==> src/rtl/salsa_pkg.sv <==
// Shared Salsa20 types, rotation amounts and helpers used by the
// quarter-round datapath and its bench.
package salsa_pkg;

  typedef logic [31:0] word_t;

  typedef struct packed {
    word_t a;
    word_t b;
    word_t c;
    word_t d;
  } quartet_t;

  localparam int ROT_B = 7;
  localparam int ROT_C = 9;
  localparam int ROT_D = 13;
  localparam int ROT_A = 18;

  function automatic word_t rotl32(input word_t v, input logic [4:0] r);
    return (v << r) | (v >> (6'd32 - {1'b0, r}));
  endfunction

  // Step index 0..3; says whether a pipeline register follows that ARX step.
  function automatic bit reg_after_step(input int stages, input int step);
    case (stages)
      32'sd1:  return (step == 32'sd3);
      32'sd2:  return (step == 32'sd1) || (step == 32'sd3);
      32'sd4:  return 1'b1;
      default: return 1'b0;
    endcase
  endfunction

endpackage

==> src/rtl/quarter_round_if.sv <==
// Valid-qualified quartet bus used on both sides of the quarter-round pipeline.
interface quarter_round_if;
  import salsa_pkg::*;

  logic  valid;
  word_t a;
  word_t b;
  word_t c;
  word_t d;

  modport master (output valid, a, b, c, d);
  modport slave  (input  valid, a, b, c, d);

endinterface

==> src/rtl/quarter_round_step.sv <==
// One combinational ARX step: o_q = i_x ^ rotl32(i_y + i_z, R).
module qr_step
  import salsa_pkg::*;
#(
  parameter int R = 7
) (
  input  word_t i_x,
  input  word_t i_y,
  input  word_t i_z,
  output word_t o_q
);

  word_t w_sum;

  assign w_sum = i_y + i_z;
  assign o_q   = i_x ^ rotl32(w_sum, 5'(R));

endmodule

==> src/rtl/quarter_round.sv <==
// Pipelined Salsa20 quarter round; STAGES (1, 2 or 4) selects where the
// stage registers sit between the four ARX steps.
module quarter_round
  import salsa_pkg::*;
#(
  parameter int STAGES = 1
) (
  input  logic                   clk,
  input  logic                   rst_n,
  quarter_round_if.slave         i_in,
  quarter_round_if.master        o_out
);

  if (!((STAGES == 32'sd1) || (STAGES == 32'sd2) || (STAGES == 32'sd4))) begin : g_bad_stages
    $error("quarter_round: STAGES must be 1, 2 or 4");
  end

  quartet_t w_in;
  quartet_t w_s1, w_r1;
  quartet_t w_s2, w_r2;
  quartet_t w_s3, w_r3;
  quartet_t w_s4;
  logic     w_v1, w_v2, w_v3;
  word_t    w_b1, w_c2, w_d3, w_a4;
  quartet_t r_out;
  logic     r_vout;

  assign w_in = {i_in.a, i_in.b, i_in.c, i_in.d};

  qr_step #(.R(ROT_B)) u_step_b (.i_x(w_in.b), .i_y(w_in.a), .i_z(w_in.d), .o_q(w_b1));
  assign w_s1 = {w_in.a, w_b1, w_in.c, w_in.d};

  if (reg_after_step(STAGES, 32'sd0)) begin : g_reg1
    quartet_t r_q;
    logic     r_v;
    // Stage after step 1: valid loads every cycle, data only with valid
    always_ff @(posedge clk or negedge rst_n) begin
      if (!rst_n) begin
        r_q <= '0;
        r_v <= 1'b0;
      end else begin
        r_v <= i_in.valid;
        if (i_in.valid) r_q <= w_s1;
      end
    end
    assign w_r1 = r_q;
    assign w_v1 = r_v;
  end else begin : g_thru1
    assign w_r1 = w_s1;
    assign w_v1 = i_in.valid;
  end

  qr_step #(.R(ROT_C)) u_step_c (.i_x(w_r1.c), .i_y(w_r1.b), .i_z(w_r1.a), .o_q(w_c2));
  assign w_s2 = {w_r1.a, w_r1.b, w_c2, w_r1.d};

  if (reg_after_step(STAGES, 32'sd1)) begin : g_reg2
    quartet_t r_q;
    logic     r_v;
    // Stage after step 2
    always_ff @(posedge clk or negedge rst_n) begin
      if (!rst_n) begin
        r_q <= '0;
        r_v <= 1'b0;
      end else begin
        r_v <= w_v1;
        if (w_v1) r_q <= w_s2;
      end
    end
    assign w_r2 = r_q;
    assign w_v2 = r_v;
  end else begin : g_thru2
    assign w_r2 = w_s2;
    assign w_v2 = w_v1;
  end

  qr_step #(.R(ROT_D)) u_step_d (.i_x(w_r2.d), .i_y(w_r2.c), .i_z(w_r2.b), .o_q(w_d3));
  assign w_s3 = {w_r2.a, w_r2.b, w_r2.c, w_d3};

  if (reg_after_step(STAGES, 32'sd2)) begin : g_reg3
    quartet_t r_q;
    logic     r_v;
    // Stage after step 3
    always_ff @(posedge clk or negedge rst_n) begin
      if (!rst_n) begin
        r_q <= '0;
        r_v <= 1'b0;
      end else begin
        r_v <= w_v2;
        if (w_v2) r_q <= w_s3;
      end
    end
    assign w_r3 = r_q;
    assign w_v3 = r_v;
  end else begin : g_thru3
    assign w_r3 = w_s3;
    assign w_v3 = w_v2;
  end

  qr_step #(.R(ROT_A)) u_step_a (.i_x(w_r3.a), .i_y(w_r3.d), .i_z(w_r3.c), .o_q(w_a4));
  assign w_s4 = {w_a4, w_r3.b, w_r3.c, w_r3.d};

  // Output stage is always present so no input reaches an output combinationally
  always_ff @(posedge clk or negedge rst_n) begin
    if (!rst_n) begin
      r_out  <= '0;
      r_vout <= 1'b0;
    end else begin
      r_vout <= w_v3;
      if (w_v3) r_out <= w_s4;
    end
  end

  assign o_out.valid = r_vout;
  assign o_out.a     = r_out.a;
  assign o_out.b     = r_out.b;
  assign o_out.c     = r_out.c;
  assign o_out.d     = r_out.d;

endmodule

==> src/flat_wrapper.sv <==
// flat-port wrapper written by rule: the top's interface ports become plain ports
module quarter_round_flat import salsa_pkg::*;
#(
  parameter int STAGES = 1
)
  (clk, rst_n, i_in_valid, i_in_a, i_in_b, i_in_c, i_in_d, o_out_valid, o_out_a, o_out_b, o_out_c, o_out_d);
  quarter_round_if i_in_i ();
  quarter_round_if o_out_i ();
  input  logic clk;
  input  logic rst_n;
  input wire logic [$bits(i_in_i.valid)-1:0] i_in_valid;
  input wire logic [$bits(i_in_i.a)-1:0] i_in_a;
  input wire logic [$bits(i_in_i.b)-1:0] i_in_b;
  input wire logic [$bits(i_in_i.c)-1:0] i_in_c;
  input wire logic [$bits(i_in_i.d)-1:0] i_in_d;
  output wire logic [$bits(o_out_i.valid)-1:0] o_out_valid;
  output wire logic [$bits(o_out_i.a)-1:0] o_out_a;
  output wire logic [$bits(o_out_i.b)-1:0] o_out_b;
  output wire logic [$bits(o_out_i.c)-1:0] o_out_c;
  output wire logic [$bits(o_out_i.d)-1:0] o_out_d;
  assign i_in_i.valid = i_in_valid;
  assign i_in_i.a = i_in_a;
  assign i_in_i.b = i_in_b;
  assign i_in_i.c = i_in_c;
  assign i_in_i.d = i_in_d;
  assign o_out_valid = o_out_i.valid;
  assign o_out_a = o_out_i.a;
  assign o_out_b = o_out_i.b;
  assign o_out_c = o_out_i.c;
  assign o_out_d = o_out_i.d;
  quarter_round #(.STAGES(STAGES)) u_core (.clk(clk), .rst_n(rst_n), .i_in(i_in_i), .o_out(o_out_i));
endmodule
==> config.mk <==
export PLATFORM = sky130hd
export DESIGN_NAME = quarter_round_flat
export DESIGN_NICKNAME = d
export VERILOG_FILES = /design/src/rtl/salsa_pkg.sv /design/src/rtl/quarter_round_if.sv /design/src/rtl/quarter_round_step.sv /design/src/rtl/quarter_round.sv /design/src/flat_wrapper.sv
export SDC_FILE = /design/constraint.sdc
export NUM_CORES = 1
export LEC_CHECK = 0
export ABC_AREA = 1
export BUFFER_PORTS_ARGS = -buffer_cell sky130_fd_sc_hd__buf_2
export CAP_MARGIN = 10
export CORE_ASPECT_RATIO = 1.5
export CORE_MARGIN = 8
export CORE_UTILIZATION = 38
export CTS_BUF_LIST = sky130_fd_sc_hd__clkbuf_8 sky130_fd_sc_hd__clkbuf_16
export DETAILED_ROUTE_END_ITERATION = 6
export HOLD_SLACK_MARGIN = 0.05
export SYNTH_ARGS = -nofsm -noshare
export SYNTH_HDL_FRONTEND = slang
export SYNTH_SLANG_ARGS = --single-unit
==> constraint.sdc <==
create_clock -name clk -period 1.1 [get_ports clk]
set_input_delay 0.055 -clock clk [delete_from_list [all_inputs] [get_ports clk]]
set_output_delay 0.055 -clock clk [all_outputs]
set_load 0.005 [all_outputs]
==> reports/metrics.csv <==
metric,value,unit
ys.flop_type,dfrtp_1,
postSynthCellCount,1990,
drive_gt1_share,60.3,%
tns,-361460,ps
fp.coreArea,34900,um2
r2r-start,u_core.o_out.d[8],
dpl-instance-area,21500,um2
slew_headroom,56.5,%
first_pass_iters,5,
worst_slew_pin_slew,645,ps
cts_inserted_buffers,17,
worstSetupEndpoint,u_core.o_out.a[2],
clockBufferDepth,2,
antenna_found_initial,0,
tritoncts,yes,
cp-start-kind,primary input,
synth_seq_area_share,24.1,%
hold_viol_final,0,
cp_num_cells,45,
io_buffers,259,
die_h,246,um
cts_max_level,4,
regToRegSetupSlack,370,ps
routed_wirelength,92.9,mm
final_antenna_net_count,0,
slowest_stage,fa_2,
clock_skew,0,ps
grt-ovfl-total,0,
slowest_delay,400,ps
drc,0,
nFillCells,2371,
syn_nets,2251,
place_hpwl,71.0,mm
die_area,41700,um2
io_pins,260,
slew_violations,0,
ys_ff_latch,129,
synth_compound_area_share,13.9,%
area_growth,108,%
fin_nets,3429,
synth_top_area_share,24.1,%
criticalPathCategory,in -> reg,
hold_ws,55.2,ps
fin_crit,6510,ps
synth.area.top_cells,"dfrtp_1 (24%), nand2_1 (17%), ha_1 (12%)",
path_common_cell,nand2_2,
yosysTopAreaCell,dfrtp_1,
failed_checks,setup timing,
vias,19646,
fmax,154,MHz
die_w,169,um
crit_start,i_in_a[9],
synthXorXnorAreaFrac,12.4,%
critPathCaptureType,register,
hold_path_class,in -> async,
cp_top_family,simple AND/OR/NAND/NOR gates,
r2r_end,u_core.o_out.d[8],
initial_utilization,38.4,%
rows,84,
critPathBufInv,9,
synthSimpleGateAreaFrac,30.0,%
clock-sinks,129,
avgViaCountPerCell,5.38,
grt_first_pass_wirelength,124,mm
syn_area_per_cell,6.74,um2
grt_max_degree,52,
drv_cap,0,
rsz0062_at_grt,true,
clkTransAtPathRegs,70,ps
syn-cell-area,13400,um2
status,finished with violations,
reg2reg_depth,2,
grt_pass1_vias,20344,
post_drt_wl_per_cell,25.4,um
period_share,592,%
synth_edf_count,0,
drt_iter0_drc,1261,
fin_ws,-5410,ps
worstSkewPairLatency,450,ps
place_ws,-6280,ps
synth-adder-area-share,12.3,%
synthMuxAreaShare,0,%
gp_congestion,1.19,
ys_warn_count,0,
cts_root_buf,clkbuf_16,
crit_arrival,6860,ps
ys_types,48,
cp.required,1450,ps
grtUsageTotal,41.3,%
path_max_fanout,4,
insertedDiodeCount,0,
ys_async_sr_fraction,100,%
setup_violations,125,
synth_top_family_by_area,simple AND/OR/NAND/NOR gates,
final_area,27900,um2
-- layout by cell type, fill, tap and decap left out, drive strengths merged, types with 22 or more instances in the layout --
cell type / instances
nor2: 134
buf: 1183
xnor2: 64
or2: 23
nand3: 98
inv: 236
dfrtp: 129
o21ai: 133
nand2: 631
nor3: 22
a21oi: 136
xor2: 125
ha: 126
-- routing by layer --
| metal | global-route usage (%) | vias up | share of wire (%) |
|---|---|---|---|
| li1 | - | 8787 | - |
| met1 | 38.0 | 9256 | 32 |
| met2 | 72.0 | 1067 | 48 |
| met3 | 6.59 | 536 | 6.0 |
| met4 | 47.8 | 0 | 14 |
| met5 | 0 | - | 0 |
-- sequential cells by signal, summed over array words and instances (netlist names) --
register and count:
u_core.o_out.valid 1, u_core.o_out.a 32, u_core.o_out.d 32, u_core.o_out.c 32, u_core.o_out.b 32
-- cell usage after synthesis (6+ instances only) --
library cell  instances
a21oi_1             132
nand3_1              93
nor3_1               22
a21o_1               17
a31oi_1               7
xnor2_1              64
and2_1                8
nand3b_1             19
o21ai_1               9
or2_1                 7
nand2_1             618
or2_2                15
o21ai_2               6
o21ai_0             118
nor4_1                6
inv_1               228
dfrtp_1             129
xor2_1              124
nand2_2              13
ha_1                126
clkbuf_1             20
o21bai_1             13
nor2_1              129
nand4_1              13
-- layout make-up --
| cell class | count | area [um2] | area share, % |
|---|---|---|---|
| clock inverter | 15 | 195 | 0.699 |
| multi-input combinational | 1604 | 13600 | 48.8 |
| tap | 473 | 592 | 2.12 |
| inverter | 229 | 892 | 3.19 |
| sequential | 129 | 3230 | 11.6 |
| timing repair buffer | 1187 | 8960 | 32.1 |
| clock buffer | 17 | 425 | 1.52 |
-- worst min path at each step --
stage | startpoint | endpoint | slack, ps | cells after the start
floorplan | rst_n | u_core.o_out.a[0] | -240 | 0
finish | rst_n | u_core.o_out.c[1] | 60 | 2
global route | rst_n | u_core.o_out.b[1] | 80 | 2
CTS | i_in_b[15] | u_core.o_out.b[15] | 50 | 4
detailed placement | rst_n | u_core.o_out.b[1] | -30 | 1
global placement | rst_n | u_core.o_out.b[1] | -40 | 1
-- kinds of logic (layout without fill, tap and decap cells) --
family                   after synthesis  count (layout)
XOR/XNOR                             189             189
adder cells (fa/ha/maj)              130             130
AO/OA/AOI/OAI                        329             329
buffers and inverters                257            1448
flip-flops                           129             129
AND/OR/NAND/NOR                      956             956
-- timing repair --
action / in CTS / in global routing
gates resized for setup: 511 / 452
pin swaps: 162 / 207
buffers inserted: 166 / 76
hold buffers: 2 / 0
endpoints found under the hold margin: 131 / 0
setup endpoints to repair: 126 / 125
-- metrics by stage --
stage	utilization [%]	instances
3_3_place_gp	61.7	3423
3_5_place_dp	61.7	3423
2_1_floorplan	-	1990
5_1_grt	80.0	3654
4_1_cts	73.8	3618
6_report	80.0	3654
Power is not shown: default switching activity piles up to over one toggle a cycle in this logic, so the estimate is an artifact.
